File: src/rtl/mips_mem_pkg.sv
// Shared definitions for the unified-memory arbiter: access sizes, FSM states
// and the data-port alignment check.
package mips_mem_pkg;

    localparam logic [1:0] SZ_WORD = 2'd0;
    localparam logic [1:0] SZ_BYTE = 2'd1;
    localparam logic [1:0] SZ_HALF = 2'd2;

    typedef enum logic [1:0] {
        IDLE,
        BUSY_I,
        BUSY_D,
        RESP
    } arb_state_t;

    // Size 3 is handled as a word access.
    function automatic logic is_aligned(input logic [1:0] size, input logic [1:0] adr_lo);
        case (size)
            SZ_BYTE: return 1'b1;
            SZ_HALF: return ~adr_lo[0];
            default: return (adr_lo == 2'b00);
        endcase
    endfunction

endpackage

File: src/rtl/arb_timer.sv
// Busy-cycle counter for the memory arbiter; expired goes high in the
// TIMEOUT-th consecutive busy cycle without a memory acknowledge.
module arb_timer #(
    parameter int TIMEOUT = 15
) (
    input  logic clk,
    input  logic rst,
    input  logic load,
    input  logic en,
    output logic expired
);

    localparam int CNT_W = (TIMEOUT < 2) ? 1 : $clog2(TIMEOUT + 1);

    logic [CNT_W-1:0] count_reg;

    // Count holds 0 in the first busy cycle, so TIMEOUT-1 marks the last one.
    assign expired = en && (count_reg == CNT_W'(TIMEOUT - 1));

    always_ff @(posedge clk or posedge rst) begin
        if (rst) begin
            count_reg <= '0;
        end else if (load) begin
            count_reg <= '0;
        end else if (en && !expired) begin
            count_reg <= count_reg + 1'b1;
        end
    end

endmodule

File: src/rtl/mem_arbiter.sv
// Arbiter sharing one single-ported memory between MIPS fetch and data ports.
// Define ARB_RR_EN for round-robin tie-break; otherwise data beats fetch.
module mem_arbiter
    import mips_mem_pkg::*;
#(
    parameter int ADDR_W  = 32,
    parameter int DATA_W  = 32,
    parameter int TIMEOUT = 15
) (
    input  logic              clk,
    input  logic              rst,
    input  logic              if_req,
    input  logic [ADDR_W-1:0] if_adr,
    output logic [DATA_W-1:0] if_inst,
    output logic              if_valid,
    output logic              if_err,
    input  logic              d_read,
    input  logic              d_write,
    input  logic [1:0]        d_size,
    input  logic [ADDR_W-1:0] d_adr,
    input  logic [DATA_W-1:0] d_wdata,
    output logic [DATA_W-1:0] d_rdata,
    output logic              d_valid,
    output logic              d_err,
    output logic              stall,
    output logic              mem_req,
    output logic              mem_we,
    output logic [1:0]        mem_size,
    output logic [ADDR_W-1:0] mem_adr,
    output logic [DATA_W-1:0] mem_wdata,
    input  logic [DATA_W-1:0] mem_rdata,
    input  logic              mem_ack
);

    arb_state_t        state_reg, state_next;
    logic [ADDR_W-1:0] adr_reg;
    logic [DATA_W-1:0] wdata_reg;
    logic [1:0]        size_reg;
    logic              we_reg;
    logic              resp_d_reg;
    logic              err_reg;
    logic [DATA_W-1:0] if_inst_reg;
    logic [DATA_W-1:0] d_rdata_reg;

    logic d_req;
    logic grant_d;
    logic d_bad;
    logic busy;
    logic expired;

    assign d_req = d_read | d_write;
    assign d_bad = (d_read & d_write) | ~is_aligned(d_size, d_adr[1:0]);
    assign busy  = (state_reg == BUSY_I) || (state_reg == BUSY_D);

`ifdef ARB_RR_EN
    logic last_d_reg;

    // On a tie, the port that did not win last time gets the memory.
    assign grant_d = d_req & (~if_req | ~last_d_reg);

    always_ff @(posedge clk or posedge rst) begin
        if (rst) begin
            last_d_reg <= 1'b0;
        end else if (state_reg == IDLE && (d_req || if_req)) begin
            last_d_reg <= grant_d;
        end
    end
`else
    assign grant_d = d_req;
`endif

    arb_timer #(
        .TIMEOUT (TIMEOUT)
    ) u_timer (
        .clk     (clk),
        .rst     (rst),
        .load    (~busy),
        .en      (busy),
        .expired (expired)
    );

    always_comb begin
        state_next = state_reg;
        case (state_reg)
            IDLE: begin
                if (grant_d) begin
                    state_next = d_bad ? RESP : BUSY_D;
                end else if (if_req) begin
                    state_next = BUSY_I;
                end
            end
            BUSY_I, BUSY_D: begin
                if (mem_ack || expired) begin
                    state_next = RESP;
                end
            end
            RESP:    state_next = IDLE;
            default: state_next = IDLE;
        endcase
    end

    always_ff @(posedge clk or posedge rst) begin
        if (rst) begin
            state_reg   <= IDLE;
            adr_reg     <= '0;
            wdata_reg   <= '0;
            size_reg    <= SZ_WORD;
            we_reg      <= 1'b0;
            resp_d_reg  <= 1'b0;
            err_reg     <= 1'b0;
            if_inst_reg <= '0;
            d_rdata_reg <= '0;
        end else begin
            state_reg <= state_next;
            case (state_reg)
                IDLE: begin
                    if (grant_d) begin
                        resp_d_reg <= 1'b1;
                        err_reg    <= d_bad;
                        if (d_bad) begin
                            d_rdata_reg <= '0;
                        end else begin
                            adr_reg   <= d_adr;
                            size_reg  <= d_size;
                            wdata_reg <= d_wdata;
                            we_reg    <= d_write;
                        end
                    end else if (if_req) begin
                        resp_d_reg <= 1'b0;
                        err_reg    <= 1'b0;
                        adr_reg    <= if_adr;
                        size_reg   <= SZ_WORD;
                        wdata_reg  <= '0;
                        we_reg     <= 1'b0;
                    end
                end
                BUSY_I: begin
                    if (mem_ack) begin
                        if_inst_reg <= mem_rdata;
                    end else if (expired) begin
                        if_inst_reg <= '0;
                        err_reg     <= 1'b1;
                    end
                end
                BUSY_D: begin
                    // Stores leave the last load value in place.
                    if (mem_ack) begin
                        if (!we_reg) begin
                            d_rdata_reg <= mem_rdata;
                        end
                    end else if (expired) begin
                        d_rdata_reg <= '0;
                        err_reg     <= 1'b1;
                    end
                end
                default: ;
            endcase
        end
    end

    assign mem_req   = busy;
    assign mem_we    = we_reg;
    assign mem_size  = size_reg;
    assign mem_adr   = adr_reg;
    assign mem_wdata = wdata_reg;

    assign if_valid = (state_reg == RESP) && !resp_d_reg;
    assign d_valid  = (state_reg == RESP) &&  resp_d_reg;
    assign if_err   = if_valid & err_reg;
    assign d_err    = d_valid & err_reg;
    assign if_inst  = if_inst_reg;
    assign d_rdata  = d_rdata_reg;

    assign stall = (if_req & ~if_valid) | (d_req & ~d_valid);

endmodule

File: config.mk
export PLATFORM = sky130hd
export DESIGN_NAME = mem_arbiter
export DESIGN_NICKNAME = d
export VERILOG_FILES = /design/src/rtl/mips_mem_pkg.sv /design/src/rtl/arb_timer.sv /design/src/rtl/mem_arbiter.sv
export SDC_FILE = /design/constraint.sdc
export NUM_CORES = 1
export LEC_CHECK = 0
export BUFFER_PORTS_ARGS = -buffer_cell sky130_fd_sc_hd__buf_2
export CAP_MARGIN = 15
export CORE_MARGIN = 1
export CORE_UTILIZATION = 43
export DETAILED_ROUTE_END_ITERATION = 10
export PLACE_DENSITY_LB_ADDON = 0.25
export SLEW_MARGIN = 10
export SYNTH_ARGS = -nofsm -noshare
export SYNTH_HDL_FRONTEND = slang
export SYNTH_HIERARCHICAL = 1
export SYNTH_SLANG_ARGS = --single-unit
File: constraint.sdc
create_clock -name clk -period 4.6 [get_ports clk]
set_input_delay 0.69 -clock clk [delete_from_list [all_inputs] [get_ports clk]]
set_output_delay 0.69 -clock clk [all_outputs]
set_load 0.02 [all_outputs]
Word-level counts from Yosys, hierarchy flattened
Index checks and enable logic that the tools add are counted.
{"block": "op_classes", "n_addsub": 1, "n_eq_ne": 16, "n_mux": 32, "bitwise": 12, "reduce_logical": 21}
{"operator": "32-bit 2-to-1 mux", "n": 12}
{"operator": "32-bit one-hot mux with 2 select lines", "n": 1}
{"operator": "2-bit 2-to-1 mux", "n": 6}
{"operator": "2-bit != test, second input constant", "n": 5}
{"operator": "3-bit != test, second input constant", "n": 3}
{"operator": "1-bit 2-to-1 mux", "n": 8}
{"operator": "4-bit 2-to-1 mux", "n": 2}
{"operator": "2-bit nonzero test", "n": 4}
{"operator": "2-bit == test, second input constant", "n": 3}
{"operator": "2-bit one-hot mux with 3 select lines", "n": 1}
{"operator": "2-bit AND reduction", "n": 3}
{"operator": "1-bit AND", "n": 5}
{"operator": "5-bit AND reduction", "n": 1}
{"operator": "4-bit by 1-bit adder with 4-bit output, second input constant", "n": 1}
{"operator": "2-bit by 1-bit == test with 1-bit output, second input constant", "n": 2}
{"operator": "4-bit == test, second input constant", "n": 1}
{"operator": "1-bit logical AND", "n": 4}
{"operator": "2-bit logical NOT", "n": 2}
{"operator": "2-bit by 1-bit != test with 1-bit output, second input constant", "n": 2}
{"operator": "1-bit NOT", "n": 4}
{"operator": "1-bit one-hot mux with 2 select lines", "n": 2}
{"operator": "4-bit AND reduction", "n": 1}
{"operator": "1-bit bitwise OR", "n": 3}
{"operator": "3-bit AND reduction", "n": 1}
{"operator": "other kinds (3)", "n": 5}
{"block": "totals", "regBits": 139, "in_bits": 136, "output_inout_bits": 137, "word_cells": 92}

Logic depth before layout (Yosys ltp)
Gate-level depths: netlist (run 1).
{"block": "logic_depth", "word_depth": 7, "ltp_mapped": 9, "mapped_depth_nobuf": 7}

Modules after synthesis
The synthesis (run 1) kept the hierarchy.
{"module": "mem_arbiter", "n_inst": 1, "cells_each": 539, "area_per_inst_um2": 5874.4, "seq_area_each_um2": 3378.2}
{"module": "arb_timer", "n_inst": 1, "cells_each": 25, "area_per_inst_um2": 241.5, "seq_area_each_um2": 100.1}

Least setup slack after synthesis (run 1)
No wires, ideal clock.
{"block": "synth_timing", "path_kind": "register to register", "start": "register state_reg[0]", "end": "register d_rdata_reg[0], in the netlist d_rdata[0]", "arrival_time_ns": 2.347, "required_ns": 4.475, "setup_slack_ns": 2.127, "stages_incl_launch_ff": 9, "path_buffers": 1, "cell_sequence": "dfrtp_1 > inv_1 > ha_1 > and4_2 > nor2_1 > a21o_1 > a211oi_4 > buf_6 > mux2_4"}
{"block": "synth_via", "elab_chain_len": 5, "word_cells_on_any_way": 12, "cone_classes": "eq/ne: 6; mux: 1; reduce/logical: 5"}
{"item": "from (decl)", "line_no": "mem_arbiter.sv:35", "text": "arb_state_t state_reg, state_next;"}
{"item": "from (signal assigned)", "line_no": "mem_arbiter.sv:114", "text": "state_reg <= state_next;"}
{"item": "2-bit by 1-bit == test with 1-bit output or 2-bit == test (tied branches)", "line_no": "mem_arbiter.sv:53", "text": "assign busy = (state_reg == BUSY_I) || (state_reg == BUSY_D);"}
{"item": "1-bit logical OR (*)", "line_no": "mem_arbiter.sv:53"}
{"item": "via mem_req", "line_no": "mem_arbiter.sv:26", "text": "output logic mem_req,"}
{"item": "1-bit logical AND (*)", "line_no": "arb_timer.sv:18", "text": "assign expired = en && (count_reg == CNT_W'(TIMEOUT - 1));"}
{"item": "via expired", "line_no": "mem_arbiter.sv:49", "text": "logic expired;"}
{"item": "3-bit != test (no line) (*)"}
{"item": "5-bit AND reduction (no line) (*)"}
{"item": "to (signal assigned)", "line_no": "mem_arbiter.sv:149", "text": "d_rdata_reg <= mem_rdata;"}
{"item": "to (decl)", "line_no": "mem_arbiter.sv:43", "text": "logic [DATA_W-1:0] d_rdata_reg;"}
Mark *: on every way through the listed nets, which the timed path passes. The rest lies on a longest branch.
A chain may end at the register's enable or synchronous reset.

Worst setup path after layout (run 1)
{"block": "layout_timing", "start": "register state_reg[0]", "end": "register d_rdata_reg[30], in the netlist d_rdata[30]"}
{"block": "layout_via", "elab_chain_len": 5, "word_cells_on_any_way": 12, "cone_classes": "eq/ne: 6; mux: 1; reduce/logical: 5"}
{"item": "2-bit by 1-bit == test with 1-bit output or 2-bit == test (tied branches)", "line_no": "mem_arbiter.sv:53, mem_arbiter.sv:115"}
{"item": "1-bit logical OR", "line_no": "mem_arbiter.sv:53"}
{"item": "1-bit logical AND", "line_no": "arb_timer.sv:18"}
{"item": "3-bit != test (no line)"}
{"item": "5-bit AND reduction (no line)"}
Several ways; a longest one is shown, not always the timed one.

==> results of run 1 <==
## power by group through the flow
stage	Clock [mW]	Combinational, mW	Sequential [mW]
after global placement	0	2.70	2.10
final	1.51	2.75	2.12
after floorplan	0	1.22	2.75
after detailed placement	0	2.77	2.11
after global routing	1.59	2.98	2.18
after CTS	1.54	2.77	2.12
## worst max-delay path, stage by stage, from the launching register on
cell,delay [ps]
dfrtp_1,400
inv_1,130
ha_1,890
o21ai_1,210
a211oi_4,250
buf_4,510
mux2_1,380
## worst paths after layout
kind,from,to,cells after the start
setup / recovery,state_reg[0],d_rdata[30],6
hold / removal,rst,u_timer/count_reg[3],2
setup reg to reg,state_reg[0],d_rdata[30],6
hold reg to reg,if_inst[0],if_inst[0],1
max in group asynchronous,rst,d_rdata[12],3
min in group clk,d_wdata[11],mem_wdata[11],3
## cell families (layout without fill, tap and decap cells)
logic type | Yosys count | count (layout) | synth area share
and+or+nand+nor | 201 | 201 | 0.148
DFF | 139 | 139 | 0.569
AOI/OAI and AO/OA | 129 | 129 | 0.144
muxes | 32 | 32 | 0.0773
xor gates and xnor gates | 2 | 2 | 0.00286
adders and majority gates | 9 | 9 | 0.0184
buffers and inverters | 52 | 324 | 0.0405
## through the flow
stage          total power, mW   util  area (sq um)  setup WS, ps  std cells
6_report                  6.38  0.594          8240          1670       1016
2_1_floorplan             3.97      -          6120           299        564
3_5_place_dp              4.88  0.547          7590          1650        984
5_1_grt                   6.76  0.594          8240          1440       1016
4_1_cts                   6.42  0.594          8240          1660       1016
3_3_place_gp              4.80  0.547          7590          1750        984
## layer usage
metal  GRT usage  routed length [microns]
met5           0                        0
met4      0.0957                      295
met3      0.0672                     1140
met2       0.383                     8230
met1       0.297                     7180
## cell type report
type	instances	area, sq um
well taps	180	225
clock inverters	13	216
flip-flops and latches	139	3480
clock buffers	19	433
inverters	12	50.0
multi-input cells	373	2420
fillers	1221	5640
repair buffers	280	1420
## cells in the mapped netlist, types with 3 or more instances
cell type / n
dfrtp_1: 139
nand2_1: 75
nor2_1: 69
o21ai_0: 34
and3_1: 33
a22o_1: 32
o22ai_1: 32
mux2_4: 30
clkbuf_1: 24
inv_1: 12
o21ai_1: 11
a21oi_1: 9
ha_1: 9
buf_2: 6
buf_4: 6
nand3_1: 4
nor3_1: 4
buf_6: 3
==> flow_summary.yaml, run 1 <==
setup_path:
  crit_arrival_ps: 3220
  critPathKind: "reg -> reg"
  worstSetupStartpointType: "flop"
  endpoint_kind: "flop"
  required_ps: 4900
  cp_max_fo: 34
  reg2reg_slack_ps: 1670
routing:
  route.detailed.drc: 0
  drtIter0Drc: 359
  drt_pass1_iterations: 7
  wire_per_inst_microns: 16.6
  vias_per_cell: 5.24
  ant_nets: 0
  vias: 5328
  detail_route.wirelength_mm: 16.9
job:
  max_cap_viol_count: 0
synth:
  syn-instance-count: 564
  ys_seq_area_frac: 0.569
  synth-seq-cells: 139
  asyncSetResetFlopFracSynth: 1.00
  ys.flop_type: "dfrtp_1"
  yosysTopAreaCell: "dfrtp_1"
  synth_cell_types: 43
  yosysWarnings: 6
  synth_area_leaders: "dfrtp_1, mux2_4, nand2_1"
  avgSynthCellArea_sq_um: 10.8
  synth_area_sq_um: 6120
  synth-edff-count: 0
  synth_top_cell_area_share: 0.569
  synth_nets: 709
timing:
  setup_tns_ps: 0
  finalCritPeriodShare: 0.636
  timing.final.max_slew_violations: 0
  grt_setup_unrepaired: "no"
  slew_headroom: 0.279
  setup_viol: 0
  fmax_ghz: 0.342
  tightestPinTransition_ps: 1080
  final-hold-violation-count: 0
  fin_crit_ps: 2930
  holdWs_ps: 193
  finalClockSkew_ps: 5.85
grt:
  track_usage: 0.237
  first_global_vias: 5339
  grt_overflow: 0
  grt_pass1_wl_mm: 26.8
  grt_max_degree: 99
  grt_antenna_before_repair: 0
floorplan:
  fp.dieArea_sq_um: 14700
  dieWidth_microns: 121
  initial_utilization: 0.441
  die_y_microns: 121
  ios: 273
  std_cell_rows: 43
  coreArea_sq_um: 13900
worst_hold_path:
  hp-class: "in -> async"
clocking:
  clk-insertion-delay-late_ps: 420
  tritoncts: "built"
  htreeDepth: 4
  cts_resized: 0
  clockBufferDepth: 2
  hold_buffers: 0
  root_buffer: "clkbuf_16"
  path_clk_slew_ps: 60
  cts_buffers: 17
  numClockSinks: 139
  postCtsSetupRepairBufs: 0
finish:
  final_common_cell: "buf_2"
  area_growth_pct: 34.7
  diodes: 0
  most-common-layout-cells: "buf_2, dfrtp_1, nand2_1"
  drive_above_1_share: 0.423
  finish.net_count: 968
placed_design:
  dp_hpwl_mm: 11.8
  routabilityCongestion: 0.793
  io_buffers: 272
power:
  clkPwrFrac: 0.237
  irDropWorstVdd_mv: 0.344
  power_density_nw_per_um2: 774
  p_leak_nw: 4.44
  seqPwrFrac: 0.332
  p_int_mw: 3.82
  switching_share: 0.400
  pwr-share-comb: 0.431
  power.switching_mw: 2.55
status:
  status: "finished, final reports clean"
Power figures use the tool's default switching activity.
==> run 2, diff against run 1 <==
--- a/config.mk
+++ b/config.mk
@@ -5,10 +5,11 @@
 export SDC_FILE = /design/constraint.sdc
 export NUM_CORES = 1
 export LEC_CHECK = 0
+export ABC_AREA = 1
 export BUFFER_PORTS_ARGS = -buffer_cell sky130_fd_sc_hd__buf_2
 export CAP_MARGIN = 15
 export CORE_MARGIN = 1
-export CORE_UTILIZATION = 43
+export CORE_UTILIZATION = 49
 export DETAILED_ROUTE_END_ITERATION = 10
 export PLACE_DENSITY_LB_ADDON = 0.25
 export SLEW_MARGIN = 10
==> constraint.sdc (replaced) <==
create_clock -name clk -period 2.95 [get_ports clk]
set_input_delay 0.4425 -clock clk [delete_from_list [all_inputs] [get_ports clk]]
set_output_delay 0.4425 -clock clk [all_outputs]
set_load 0.02 [all_outputs]
==> run 2 against run 1 <==
Cell count up 26%; wire length up 7.3%; worst setup slack worse by 980 ps; utilization up 6.7 points; via count up 23%; synthesized cell count up 50%; critical path depth up 5; non-clock buffer count up 8; clock power up 56%; combinational power up 55%; area after synthesis up 8.6%; critical path type unchanged; largest cell class unchanged.
==> flow_summary.yaml, run 2 <==
clocking:
  hold_buffers: 1
  clockBufferDepth: 2
  tritoncts: "built"
  numClockSinks: 139
  postCtsSetupRepairBufs: 0
  root_buffer: "clkbuf_16"
  clk-insertion-delay-late_ps: 420
  cts_buffers: 17
  cts_resized: 0
  path_clk_slew_ps: 60
  htreeDepth: 4
synth:
  synth_area_leaders: "dfrtp_1, nand2_1, nand4_1"
  synth-seq-cells: 139
  yosysTopAreaCell: "dfrtp_1"
  ys.flop_type: "dfrtp_1"
  synth_cell_types: 28
  synth_nets: 989
  ys_seq_area_frac: 0.524
  yosysWarnings: 6
  avgSynthCellArea_sq_um: 7.87
  synth_common_cells: "nand2_1, dfrtp_1, nand3_1"
  syn-instance-count: 844
  yosys.cell_count.top_type: "nand2_1"
  synth_area_sq_um: 6640
  synth_top_cell_area_share: 0.524
  asyncSetResetFlopFracSynth: 1.00
  synth-edff-count: 0
timing:
  final-hold-violation-count: 0
  holdWs_ps: 276
  tightestPinTransition_ps: 705
  fin_crit_ps: 2250
  finalCritPeriodShare: 0.764
  setup_viol: 0
  setup_slack_ps: 696
  finalClockSkew_ps: 7.66
  grt_setup_unrepaired: "no"
  slew_headroom: 0.530
  timing.final.max_slew_violations: 0
  fmax_ghz: 0.444
  setup_tns_ps: 0
placed_design:
  io_buffers: 272
  dp_cells: 1246
  routabilityCongestion: 0.849
  dp_hpwl_mm: 12.1
  dp_slack_ps: 473
job:
  max_cap_viol_count: 0
status:
  status: "finished, final reports clean"
grt:
  grt_antenna_before_repair: 0
  grt_pass1_wl_mm: 29.6
  grt_overflow: 0
  first_global_vias: 6030
  grt_max_degree: 79
  track_usage: 0.266
routing:
  route.detailed.drc: 0
  wire_per_inst_microns: 14.1
  drt_pass1_iterations: 6
  vias: 6532
  drtIter0Drc: 580
  detail_route.wirelength_mm: 18.1
  ant_nets: 0
  vias_per_cell: 5.11
floorplan:
  fp.dieArea_sq_um: 14000
  ios: 273
  coreArea_sq_um: 13200
  std_cell_rows: 42
  die_y_microns: 118
  dieWidth_microns: 118
  initial_utilization: 0.501
setup_path:
  worstSetupStartpointType: "flop"
  cp_max_fo: 32
  crit_arrival_ps: 2540
  required_ps: 3240
  critPathKind: "reg -> reg"
  endpoint_kind: "flop"
finish:
  layout.cells.non_filler: 1279
  nFillCells: 1192
  drive_above_1_share: 0.303
  final_common_cell: "nand2_1"
  diodes: 0
  area_growth_pct: 31.7
  final_util: 0.660
  finish.net_count: 1235
  most-common-layout-cells: "nand2_1, buf_2, dfrtp_1"
power:
  irDropWorstVdd_mv: 0.480
  power_density_nw_per_um2: 1120
  p_leak_nw: 5.07
worst_hold_path:
  hp-class: "in -> reg"
-- run 2: power by group --
group	internal [mW]	switching, mW
logic	1.29	2.96
clock network	1.53	0.821
registers	2.76	0.465
-- run 2: worst paths after layout --
| kind | end | depth (start not counted) | start | slack (ps) |
|---|---|---|---|---|
| worst min-delay path | mem_wdata[7] | 3 | d_wdata[7] | 280 |
| min in group asynchronous | u_timer/count_reg[3] | 3 | rst | 520 |
| max in group asynchronous | if_inst[15] | 4 | rst | 1600 |
| worst max-delay path | d_rdata[20] | 11 | state_reg[0] | 700 |
| worst min register to register | mem_wdata[29] | 2 | mem_wdata[29] | 460 |
| worst max register to register | d_rdata[20] | 11 | state_reg[0] | 700 |
-- run 2: cell type report --
class,count,area (sq um),share of cell area
clock buffer,18,439,0.0502
clock inverter,14,215,0.0246
inverter,56,215,0.0246
multi-input combinational,588,2670,0.305
sequential,139,3480,0.398
tap,176,220,0.0252
timing repair buffer,288,1510,0.173
-- run 2: logic make-up (layout without fill, tap and decap cells) --
logic type / count (synthesis) / count (layout) / share of synthesized area
DFF: 139 / 139 / 0.524
adders and majority gates: 9 / 9 / 0.0170
xor gates and xnor gates: 1 / 1 / 0.00132
buffers and inverters: 117 / 376 / 0.0746
and+or+nand+nor: 530 / 530 / 0.345
AOI/OAI and AO/OA: 48 / 48 / 0.0379
-- run 2: critical path, stage by stage, from the launching register on --
cell,delay [ps]
dfrtp_1,400
inv_1,100
ha_2,420
inv_1,60
nor2_1,190
inv_1,60
nand2_1,80
nand3_1,80
o21ai_2,90
nand2_2,380
nand2_1,170
nand2_1,90
-- run 2: metal layers --
layer  share of wire  wire, microns  GRT usage
met5               0              0          0
met3           0.075           1350     0.0618
met1            0.42           7640      0.346
met4           0.025            449      0.108
met2            0.48           8650      0.429
-- run 2: stage by stage --
step,area [sq um],total power [mW]
2_1_floorplan,6640,6.01
6_report,8740,9.82
4_1_cts,8740,9.88
3_5_place_dp,8080,7.50
3_3_place_gp,8080,7.42
5_1_grt,8740,10.5
==> run 3, diff against run 2 <==
--- a/config.mk
+++ b/config.mk
@@ -5,11 +5,11 @@
 export SDC_FILE = /design/constraint.sdc
 export NUM_CORES = 1
 export LEC_CHECK = 0
-export ABC_AREA = 1
+export ABC_AREA = 0
 export BUFFER_PORTS_ARGS = -buffer_cell sky130_fd_sc_hd__buf_2
 export CAP_MARGIN = 15
 export CORE_MARGIN = 1
-export CORE_UTILIZATION = 49
+export CORE_UTILIZATION = 43
 export DETAILED_ROUTE_END_ITERATION = 10
 export PLACE_DENSITY_LB_ADDON = 0.25
 export SLEW_MARGIN = 10
==> constraint.sdc (replaced) <==
create_clock -name clk -period 2 [get_ports clk]
set_input_delay 0.3 -clock clk [delete_from_list [all_inputs] [get_ports clk]]
set_output_delay 0.3 -clock clk [all_outputs]
set_load 0.02 [all_outputs]
==> run 3 against run 2 <==
The flow now finishes with violations (negative setup slack); largest cell class unchanged; critical path depth down 2; global-route usage down 4.6 points; register-to-register slack worse by 770 ps; non-clock buffer count up 16; clock skew up 1.1 ps; highest routed layer unchanged; combinational power up 59%; flip-flop and latch count unchanged; worst setup slack worse by 770 ps.
==> flow_summary.yaml, run 3 (same netlist as run 1, synthesis figures left out) <==
status:
  status: "finished with violations"
  violations: "negative setup slack"
setup_path:
  required_ps: 2290
  crit_chain: "inv_2 > ha_4 > and4_4 > nor2_2 > a21o_1 > a211oi_4 > buf_6 > buf_12 > mux2_4"
  critical-path-top-delay-family: "buffers and inverters"
  slowest_stage: "dfrtp_1"
  path_buf_inv: 3
  endpoint_kind: "flop"
  cpPeakStageDelay_ps: 360
  critPathKind: "reg -> reg"
  crit_arrival_ps: 2360
  worstSetupStartpointType: "flop"
  cp_max_fo: 12
clocking:
  tritoncts: "built"
  clk-insertion-delay-late_ps: 410
  htreeDepth: 4
  path_clk_slew_ps: 60
  numClockSinks: 139
  cts_buffers: 17
  root_buffer: "clkbuf_16"
  clockBufferDepth: 2
finish:
  finish.net_count: 992
  area_growth_pct: 38.8
  drive_above_1_share: 0.444
  final_common_cell: "buf_2"
  diodes: 0
  most-common-layout-cells: "buf_2, dfrtp_1, nand2_1"
timing:
  setup_viol: 32
  setup_slack_ps: -75.2
  finalClockSkew_ps: 8.72
  slew_headroom: 0.613
  finalCritPeriodShare: 1.04
  timing.final.max_slew_violations: 0
  final-hold-violation-count: 0
  fmax_ghz: 0.482
  grt_setup_unrepaired: "yes"
  setup_tns_ps: -1950
  tightestPinTransition_ps: 581
  fin_crit_ps: 2080
floorplan:
  coreArea_sq_um: 13900
  ios: 273
  dieWidth_microns: 121
  std_cell_rows: 43
  fp.dieArea_sq_um: 14700
  die_y_microns: 121
  initial_utilization: 0.441
power:
  p_leak_nw: 4.57
  p_total_mw: 15.0
  power_density_nw_per_um2: 1760
  irDropWorstVdd_mv: 0.818
routing:
  ant_nets: 0
  vias: 5364
  wire_per_inst_microns: 15.6
  drtIter0Drc: 292
  vias_per_cell: 5.17
  drt_pass1_iterations: 4
  route.detailed.drc: 0
  detail_route.wirelength_mm: 16.2
grt:
  grt_max_degree: 103
  first_global_vias: 5025
  grt_pass1_wl_mm: 25.1
  grt_overflow: 0
  track_usage: 0.219
  grt_antenna_before_repair: 0
placed_design:
  routabilityCongestion: 0.764
  dp_hpwl_mm: 11.5
  io_buffers: 272
job:
  max_cap_viol_count: 0
worst_hold_path:
  hp-class: "in -> reg"
-- run 3: report_power, final --
| group | total [mW] | switching, mW | internal, mW | leakage, nW |
|---|---|---|---|---|
| clock | 3.32 | 1.12 | 2.20 | 0.305 |
| sequential | 4.86 | 0.752 | 4.11 | 1.75 |
| combinational | 6.77 | 3.95 | 2.82 | 2.51 |
-- run 3: worst min-delay path, delay by kind of cell --
kind	cells	cell delay, ps
and+or+nand+nor	1	40
AOI/OAI and AO/OA	1	60
buffers and inverters	1	70
-- run 3: layout make-up --
class	count	area (sq um)
clock buffer	23	488
clock inverter	7	138
fill	1176	5390
inverter	12	48.8
multi-input combinational	373	2440
sequential	139	3480
tap	180	225
timing repair buffer	304	1670
-- run 3: worst paths after layout --
kind	from	end	slack [ps]	cells after the start
worst max register to register	state_reg[1]	d_rdata[8]	-80	9
worst min register to register	if_inst[16]	if_inst[16]	490	1
min in group asynchronous	rst	u_timer/count_reg[2]	390	3
worst max-delay path	state_reg[1]	d_rdata[8]	-80	9
worst min-delay path	d_wdata[12]	mem_wdata[12]	90	3
max in group asynchronous	rst	mem_wdata[4]	900	4
-- run 3: timing repair --
action / CTS / global route
hold buffers: 1 / 0
endpoints found under the hold margin: 4 / 0
gates cloned: 1 / 0
endpoints found under the setup margin: 32 / 32
gates resized for setup: 4 / 1
setup buffers: 1 / 0
-- run 3: routing by layer --
layer,part of all wire,GRT usage
met5,0,0
met4,0.014,0.0718
met3,0.072,0.0573
met2,0.48,0.356
met1,0.43,0.285
-- run 3: stage by stage --
stage | hold WS (ps) | cells | setup WS, ps | utilization | area [sq um]
final | 94.6 | 1038 | -75.2 | 0.611 | 8490
after global routing | 85.1 | 1038 | -141 | 0.611 | 8490
after CTS | 74.3 | 1038 | -81.6 | 0.611 | 8480
after detailed placement | 230 | 1005 | -211 | 0.562 | 7800
after global placement | 224 | 1005 | -177 | 0.562 | 7800
after floorplan | 66.1 | 564 | -184 | - | 6140
